==> src/rtl/pipeline_debug_ctrl.sv <==
// UART-driven debug controller: gates the core clock enable for run and single-step,
// snapshots the pipeline latches and streams them MSB-first. Optional macro BREAKPOINT_EN adds a PC breakpoint.
module pipeline_debug_ctrl #(
    parameter int DBG_W  = 322,
    parameter int PC_W   = 10,
    parameter int NBYTES = (DBG_W + 7) / 8
) (
    input  logic              clock,
    input  logic              reset,
    input  logic [DBG_W-1:0]  debug_in,
    input  logic [PC_W-1:0]   pc_in,
    input  logic              halt_in,
    input  logic [7:0]        rx_data,
    input  logic              rx_empty,
    output logic              rd,
    input  logic              tx_full,
    output logic [7:0]        tx_data,
    output logic              wr,
    output logic              cpu_enable,
    output logic              halted
);

    localparam int SNAP_W = 8 * NBYTES;
    localparam int CNT_W  = $clog2(NBYTES + 1);
    localparam logic [CNT_W-1:0] LAST_BYTE = CNT_W'(NBYTES - 1);

    localparam logic [2:0] ST_IDLE    = 3'd0;
    localparam logic [2:0] ST_RUN     = 3'd1;
    localparam logic [2:0] ST_STEP    = 3'd2;
    localparam logic [2:0] ST_CAPTURE = 3'd3;
    localparam logic [2:0] ST_SEND    = 3'd4;
    localparam logic [2:0] ST_BP_HI   = 3'd5;
    localparam logic [2:0] ST_BP_LO   = 3'd6;

    logic [2:0]        state_q, state_d;
    logic              rd_q, rd_d;
    logic              dec_q, dec_d;
    logic              halted_q, halted_d;
    logic [SNAP_W-1:0] snap_q, snap_d;
    logic [CNT_W-1:0]  cnt_q, cnt_d;
    logic              cpu_en_s;
    logic              wr_s;
    logic              bp_hit_s;

`ifdef BREAKPOINT_EN
    logic [PC_W-1:0]   bp_q, bp_d;
    logic              bp_valid_q, bp_valid_d;
    logic [7:0]        bp_hi_q, bp_hi_d;

    // Combinational so the enable drops in the very cycle the breakpoint PC appears
    assign bp_hit_s = bp_valid_q && (pc_in == bp_q);
`else
    logic              unused_pc_s;

    assign unused_pc_s = ^pc_in;
    assign bp_hit_s    = 1'b0;
`endif

    // Next-state, FIFO handshakes, snapshot load/shift and clock-enable gating
    always_comb begin
        state_d  = state_q;
        rd_d     = 1'b0;
        dec_d    = rd_q;
        snap_d   = snap_q;
        cnt_d    = cnt_q;
        cpu_en_s = 1'b0;
        wr_s     = 1'b0;
`ifdef BREAKPOINT_EN
        bp_d       = bp_q;
        bp_valid_d = bp_valid_q;
        bp_hi_d    = bp_hi_q;
`endif
        case (state_q)
            ST_IDLE: begin
                if (dec_q) begin
                    case (rx_data)
                        8'h63:   state_d = ST_RUN;
                        8'h73:   state_d = ST_STEP;
                        8'h64:   state_d = ST_CAPTURE;
`ifdef BREAKPOINT_EN
                        8'h62:   state_d = ST_BP_HI;
`endif
                        default: state_d = ST_IDLE;
                    endcase
                end else if (!rx_empty && !rd_q) begin
                    rd_d = 1'b1;
                end else begin
                    rd_d = 1'b0;
                end
            end
            ST_RUN: begin
                cpu_en_s = !bp_hit_s;
                if (halt_in || !rx_empty || bp_hit_s) begin
                    state_d = ST_CAPTURE;
                    rd_d    = !rx_empty;
                end else begin
                    state_d = ST_RUN;
                end
            end
            ST_STEP: begin
                cpu_en_s = 1'b1;
                state_d  = ST_CAPTURE;
            end
            ST_CAPTURE: begin
                snap_d  = SNAP_W'(debug_in);
                cnt_d   = '0;
                state_d = ST_SEND;
            end
            ST_SEND: begin
                if (!tx_full) begin
                    wr_s   = 1'b1;
                    snap_d = {snap_q[SNAP_W-9:0], 8'h00};
                    if (cnt_q == LAST_BYTE) begin
                        cnt_d   = '0;
                        state_d = ST_IDLE;
                    end else begin
                        cnt_d = cnt_q + 1'b1;
                    end
                end else begin
                    wr_s = 1'b0;
                end
            end
`ifdef BREAKPOINT_EN
            ST_BP_HI: begin
                if (dec_q) begin
                    bp_hi_d = rx_data;
                    state_d = ST_BP_LO;
                end else if (!rx_empty && !rd_q) begin
                    rd_d = 1'b1;
                end else begin
                    rd_d = 1'b0;
                end
            end
            ST_BP_LO: begin
                if (dec_q) begin
                    bp_d       = PC_W'({bp_hi_q, rx_data});
                    bp_valid_d = 1'b1;
                    state_d    = ST_IDLE;
                end else if (!rx_empty && !rd_q) begin
                    rd_d = 1'b1;
                end else begin
                    rd_d = 1'b0;
                end
            end
`endif
            default: state_d = ST_IDLE;
        endcase
        halted_d = (state_d == ST_IDLE);
    end

    // State and handshake registers
    always_ff @(posedge clock or negedge reset) begin
        if (!reset) begin
            state_q  <= ST_IDLE;
            rd_q     <= 1'b0;
            dec_q    <= 1'b0;
            halted_q <= 1'b1;
            snap_q   <= '0;
            cnt_q    <= '0;
        end else begin
            state_q  <= state_d;
            rd_q     <= rd_d;
            dec_q    <= dec_d;
            halted_q <= halted_d;
            snap_q   <= snap_d;
            cnt_q    <= cnt_d;
        end
    end

`ifdef BREAKPOINT_EN
    // Breakpoint registers
    always_ff @(posedge clock or negedge reset) begin
        if (!reset) begin
            bp_q       <= '1;
            bp_valid_q <= 1'b0;
            bp_hi_q    <= 8'h00;
        end else begin
            bp_q       <= bp_d;
            bp_valid_q <= bp_valid_d;
            bp_hi_q    <= bp_hi_d;
        end
    end
`endif

    // wr follows tx_full within the cycle so a full FIFO never sees a push
    assign rd         = rd_q;
    assign wr         = wr_s;
    assign tx_data    = wr_s ? snap_q[SNAP_W-1 -: 8] : 8'h00;
    assign cpu_enable = cpu_en_s;
    assign halted     = halted_q;

endmodule

==> config.mk <==
export PLATFORM = sky130hd
export DESIGN_NAME = pipeline_debug_ctrl
export DESIGN_NICKNAME = d
export VERILOG_FILES = /design/src/rtl/pipeline_debug_ctrl.sv
export SDC_FILE = /design/constraint.sdc
export NUM_CORES = 1
export LEC_CHECK = 0
export BUFFER_PORTS_ARGS = -buffer_cell sky130_fd_sc_hd__buf_4
export CAP_MARGIN = 20
export CORE_ASPECT_RATIO = 2
export CORE_MARGIN = 5
export CORE_UTILIZATION = 49
export DETAILED_ROUTE_END_ITERATION = 10
export PLACE_DENSITY = 0.79
export SLEW_MARGIN = 20
export SYNTH_ARGS = -nofsm -noshare
export SYNTH_HDL_FRONTEND = slang
export SYNTH_SLANG_ARGS = --single-unit
==> constraint.sdc <==
create_clock -name clock -period 1.65 [get_ports clock]
set_input_delay 0.4125 -clock clock [delete_from_list [all_inputs] [get_ports clock]]
set_output_delay 0.4125 -clock clock [all_outputs]
set_load 0.01 [all_outputs]
Yosys cells after proc, flatten, opt, wreduce, memory -nomap -nowiden

Index checks and enable logic that the tools add are counted.

Register bits after elaboration: 340
Bits of input ports: 345
Output and inout bits: 12
Logic and storage cells: 44

$add $sub $neg: 1
Eq/ne operators: 9
Muxes and demuxes: 19
Reductions and logical operators: 9

Operator list:

| kind                                                            | number |
|---|---|
| 328-bit one-hot mux with 2 select lines                         | 1 |
| 328-bit two-way mux                                             | 1 |
| 8-bit by 7-bit == test with 1-bit output, second input constant | 3 |
| 3-bit one-hot mux with 5 select lines                           | 1 |
| 6-bit two-way mux                                               | 2 |
| 6-bit one-hot mux with 2 select lines                           | 1 |
| 3-bit two-way mux                                               | 3 |
| 8-bit two-way mux                                               | 1 |
| 6-bit by 1-bit adder with 6-bit output, second input constant   | 1 |
| 3-bit by 2-bit == test with 1-bit output, second input constant | 2 |
| 6-bit == test, second input constant                            | 1 |
| 3-bit zero test                                                 | 2 |
| 1-bit two-way mux                                               | 6 |
| 2-bit one-hot mux with 3 select lines                           | 1 |
| 3-bit by 1-bit == test with 1-bit output, second input constant | 1 |
| 3-bit == test, second input constant                            | 1 |
| 1-bit zero test                                                 | 2 |
| 2-bit two-way mux                                               | 1 |
| 2-bit inequality test, second input constant                    | 1 |
| 1-bit one-hot mux with 2 select lines                           | 1 |
| 2-bit AND reduction                                             | 1 |
| 2-bit nonzero test                                              | 1 |
| 2-bit OR reduction                                              | 1 |
| 1-bit logical AND                                               | 1 |
| 1-bit logical OR                                                | 1 |

Longest topological paths before layout

Depth after elaboration: 5
Depth in mapped cells: 7
Mapped depth without buffers: 6

Least setup slack after synthesis

No wires, ideal clock.

Path type: register -> register
Start point: reg state_q[0]
End point: reg snap_q[248]
Setup time: 0.130 ns
Data arrival time: 1.474 ns
Required time: 1.520 ns
Slack: 0.046 ns
Cell stages (with the launch flop): 7
Buffers on the path: 3
Period minus slack after synthesis: 1.604 ns
Cells stage by stage: dfrtp_1 or3b_1 buf_4 buf_4 clkbuf_1 nand2_1 a31oi_1

Word-level cells in the longest chain between the ends: 3
Elaborated cells on any way between the ends: 6
Those cells by class: 3 x eq/ne; 1 x mux; 2 x reduce/logical

RTL lines:

| what                                                                                | RTL line | RTL |
|---|---|---|
| from (decl)                                                                         | 35       | `logic [2:0] state_q, state_d;` |
| from (signal assigned)                                                              | 161      | `state_q <= state_d;` |
| 3-bit == test / 3-bit by 2-bit == test with 1-bit output (equally long branches)    | 73       | `case (state_q)` |
| 2-bit inequality test (no source line) / 2-bit nonzero test (equally long branches) | --       |  |
| 2-bit AND reduction (no source line)                                                | --       |  |
| to (signal assigned)                                                                | 165      | `snap_q <= snap_d;` |
| to (decl)                                                                           | 39       | `logic [SNAP_W-1:0] snap_q, snap_d;` |

Parallel ways exist; a longest one is shown, timed or not.
A chain may end at the register's enable or synchronous reset.

Worst setup path after layout

Start point: reg state_q[1]
End point: out tx_data[0]

Word-level cells in the longest chain between the ends: 3

RTL lines:

| what              | RTL line | RTL |
|---|---|---|
| 3-bit == test     | 73       |  |
| 1-bit two-way mux | 73       |  |
| 8-bit two-way mux | 188      | `assign tx_data = wr_s ? snap_q[SNAP_W-1 -: 8] : 8'h00;` |
| to (decl)         | 17       | `output logic [7:0] tx_data,` |

Every way passes these cells.

==> out/results.ini <==
[synth]
synth_nets = 2177
synth_top_area_share_pct = 55.7
synth_cell_types = 39
syn_inst = 1830
yosys.area.top_type = dfrtp_1
synth_area_leaders = dfrtp_1, nand2_1, a31oi_1
synth-seq-area-share_pct = 55.9
ys_ff_latch = 340
netlist_area_mm2 = 0.0152
yosys_warnings = 0
syn_avg_cell_area_um2 = 8.32

[route]
vias_per_cell = 5.63
routed_wl_um = 48400
dr.pass1.iters = 6
first_iter_violations = 1064
routedWlPerCell_um = 18.7
vias = 14500
ant_nets = 0
drc = 0

[clocking]
clockBufferDepth = 3
htreeDepth = 1
clk_latency_ns = 0.56
tritoncts = built
clock-sinks = 340
cts_buffers = 30
cts_root_buffer = clkbuf_16
clkSlewWorstSetupHoldPaths_ns = 0.07

[critical_path]
crit_path_cell_trace = nor4b_4, buf_4, buf_6, and2_4, buf_6
critPathTopFamily = buffers and inverters
path_class = reg2out
cp.buffers_inverters = 3
crit_slowest_cell = dfrtp_1
start_kind = flip-flop
cp.required_ns = 1.24
critPathMostFrequentCell = buf_6
cp-end-kind = primary output
arrival_ns = 1.79
crit_fanout = 5
cpPeakStageDelay_ns = 0.41

[timing]
drv_slew = 0
fin_worst_skew_ns = 0.0109
worst_pin_slew_ns = 0.468
hold_viol_final = 0
relSlewSlack_pct = 68.6
whs_ns = 0.0740
fin_crit_sh_pct = 134
fin_crit_ns = 2.21
max_clock_freq_mhz = 453
rsz0062_at_grt = true
setup_viol = 347
setup_slack_ns = -0.557

[floorplan]
die_h_um = 259
io-pin-count = 357
core_area_mm2 = 0.0307
die_w_um = 135
row_count = 91
start_util_pct = 49.5
die-area_mm2 = 0.0349

[global_route]
grt_usage_pct = 27.0
grt_pass1_wl_um = 75000
antenna_found_initial = 2
grt_max_degree = 75
grt_pass1_vias = 14500
grt-ovfl-total = 0

[power_and_ir_drop]
p_leak_uw = 0.00960
sw_frac_of_total_pct = 36.7
p_int_uw = 23500
total_power_uw = 37100
pwr-share-clk_pct = 19.5
power.switching_uw = 13600
pwr-share-comb_pct = 39.8
max-vdd-ir-drop_mv = 1.07
power_density_mw_per_mm2 = 1770
pwr-share-seq_pct = 40.7

[place]
gp_congestion = 0.899
place_area_mm2 = 0.0188
numPortBuffers = 346
dp_hpwl_um = 33700
pre_cts_ws_ns = -0.128

[layout]
fillCellCount = 2376
mostFrequentLayoutCells = nand2_1, buf_4, dfrtp_1, a31oi_1, nor2_1
nets = 2533
fin_area_mm2 = 0.0209
drive_gt1_share_pct = 27.5
final_common_cell = nand2_1
syn_to_final_growth_pct = 37.4
utilization_pct = 68.0

[run_status]
violations = setup timing
status = complete, but fails checks

[hold_path]
holdCritPathClass = in2reg

[job]
drv_cap = 0

[routing by layer]
| layer | share of wire [%] | track usage (%) | vias up |
|---|---|---|---|
| li1 | - | - | 6828 |
| met1 | 35 | 30.7 | 6938 |
| met2 | 53 | 47.6 | 636 |
| met3 | 6.4 | 4.36 | 145 |
| met4 | 6.1 | 15.3 | 0 |
| met5 | 0 | 0 | - |
[logic make-up (layout without fill, tap and decap cells)]
family          Yosys count  in the layout  synth area share, %
flops                   340            340                 55.9
buf+inv                 147            527                 4.31
fa+ha+maj                 2              2                0.164
other cells               0              2                    0
compound gates          340            340                 14.1
simple gates           1001           1001                 25.5
[state kept, by name (all words and copies together) (netlist names)]
| signal | cells |
|---|---|
| state_q | 3 |
| dec_q | 1 |
| halted | 1 |
| rd | 1 |
| snap_q | 328 |
| cnt_q | 6 |
[repair_timing]
action / CTS / global route
pin swaps: 7 / 3
endpoints found under the hold margin: 73 / 0
endpoints found under the setup margin: 332 / 347
hold buffers: 2 / 0
setup buffers: 10 / 7
resized for setup: 72 / 66
gates cloned: 14 / 0
[cell type report]
class                      instances  area (µm²)  area share (%)
sequential                       340        8510            40.7
multi-input combinational       1343        6400            30.6
timing repair buffer             468        4510            21.6
clock buffer                      38         832            3.98
tap                              372         465            2.23
clock inverter                    18         179           0.856
inverter                           3        11.3          0.0538
antenna                            2        5.00          0.0239
[final timing paths]
check	start	endpoint	slack, ns	depth (start not counted)
min reg2reg	rd$_DFF_PN0_	dec_q$_DFF_PN0_	0.44	0
max in group asynchronous	reset	snap_q[129]$_DFFE_PN0P_	0.66	4
max	state_q[1]$_DFF_PN0_	tx_data[0]	-0.56	5
min in group asynchronous	reset	snap_q[236]$_DFFE_PN0P_	0.30	2
max reg2reg	state_q[1]$_DFF_PN0_	snap_q[295]$_DFFE_PN0P_	-0.44	8
min	debug_in[6]	snap_q[6]$_DFFE_PN0P_	0.07	2
[metrics by stage]
stage	TNS [ns]	instances
after floorplan	0	1830
after global placement	-14.69	2493
after detailed placement	-23.21	2493
after CTS	-86.76	2575
after global routing	-145.87	2584
final	-116.80	2584
[synthesized netlist by cell type]
cell / instances
a21o_1: 3
buf_1: 8
o21ai_0: 5
or3b_1: 1
nand3_1: 7
nor2_1: 319
clkbuf_1: 67
and2_1: 9
a41o_1: 1
nor3b_4: 1
a22o_1: 8
o21ai_1: 2
and4b_1: 1
buf_2: 62
a31oi_1: 315
dfrtp_1: 339
and3b_1: 1
nor2_2: 1
nor4b_2: 1
nor3b_1: 1
nand2_1: 644
or3_1: 1
nand3b_1: 1
a21oi_1: 3
o211ai_1: 1
and3_1: 2
o22ai_1: 1
or2_1: 1
ha_1: 2
dfstp_2: 1
nor4b_1: 3
nor3_1: 1
buf_4: 7
nand2b_1: 3
nor4_1: 1
nor4bb_1: 1
o31ai_1: 1
nand4b_1: 1
inv_1: 3
[power groups by stage]
| stage | Combinational (µW) | Sequential, µW | Clock [µW] |
|---|---|---|---|
| 4_1_cts | 14300 | 14900 | 7370 |
| 6_report | 14700 | 15100 | 7230 |
| 3_5_place_dp | 12600 | 15000 | 0 |
| 5_1_grt | 16400 | 15500 | 7700 |
| 3_3_place_gp | 12200 | 14800 | 0 |
| 2_1_floorplan | 8730 | 14200 | 0 |
Power figures use the tool's default switching activity.
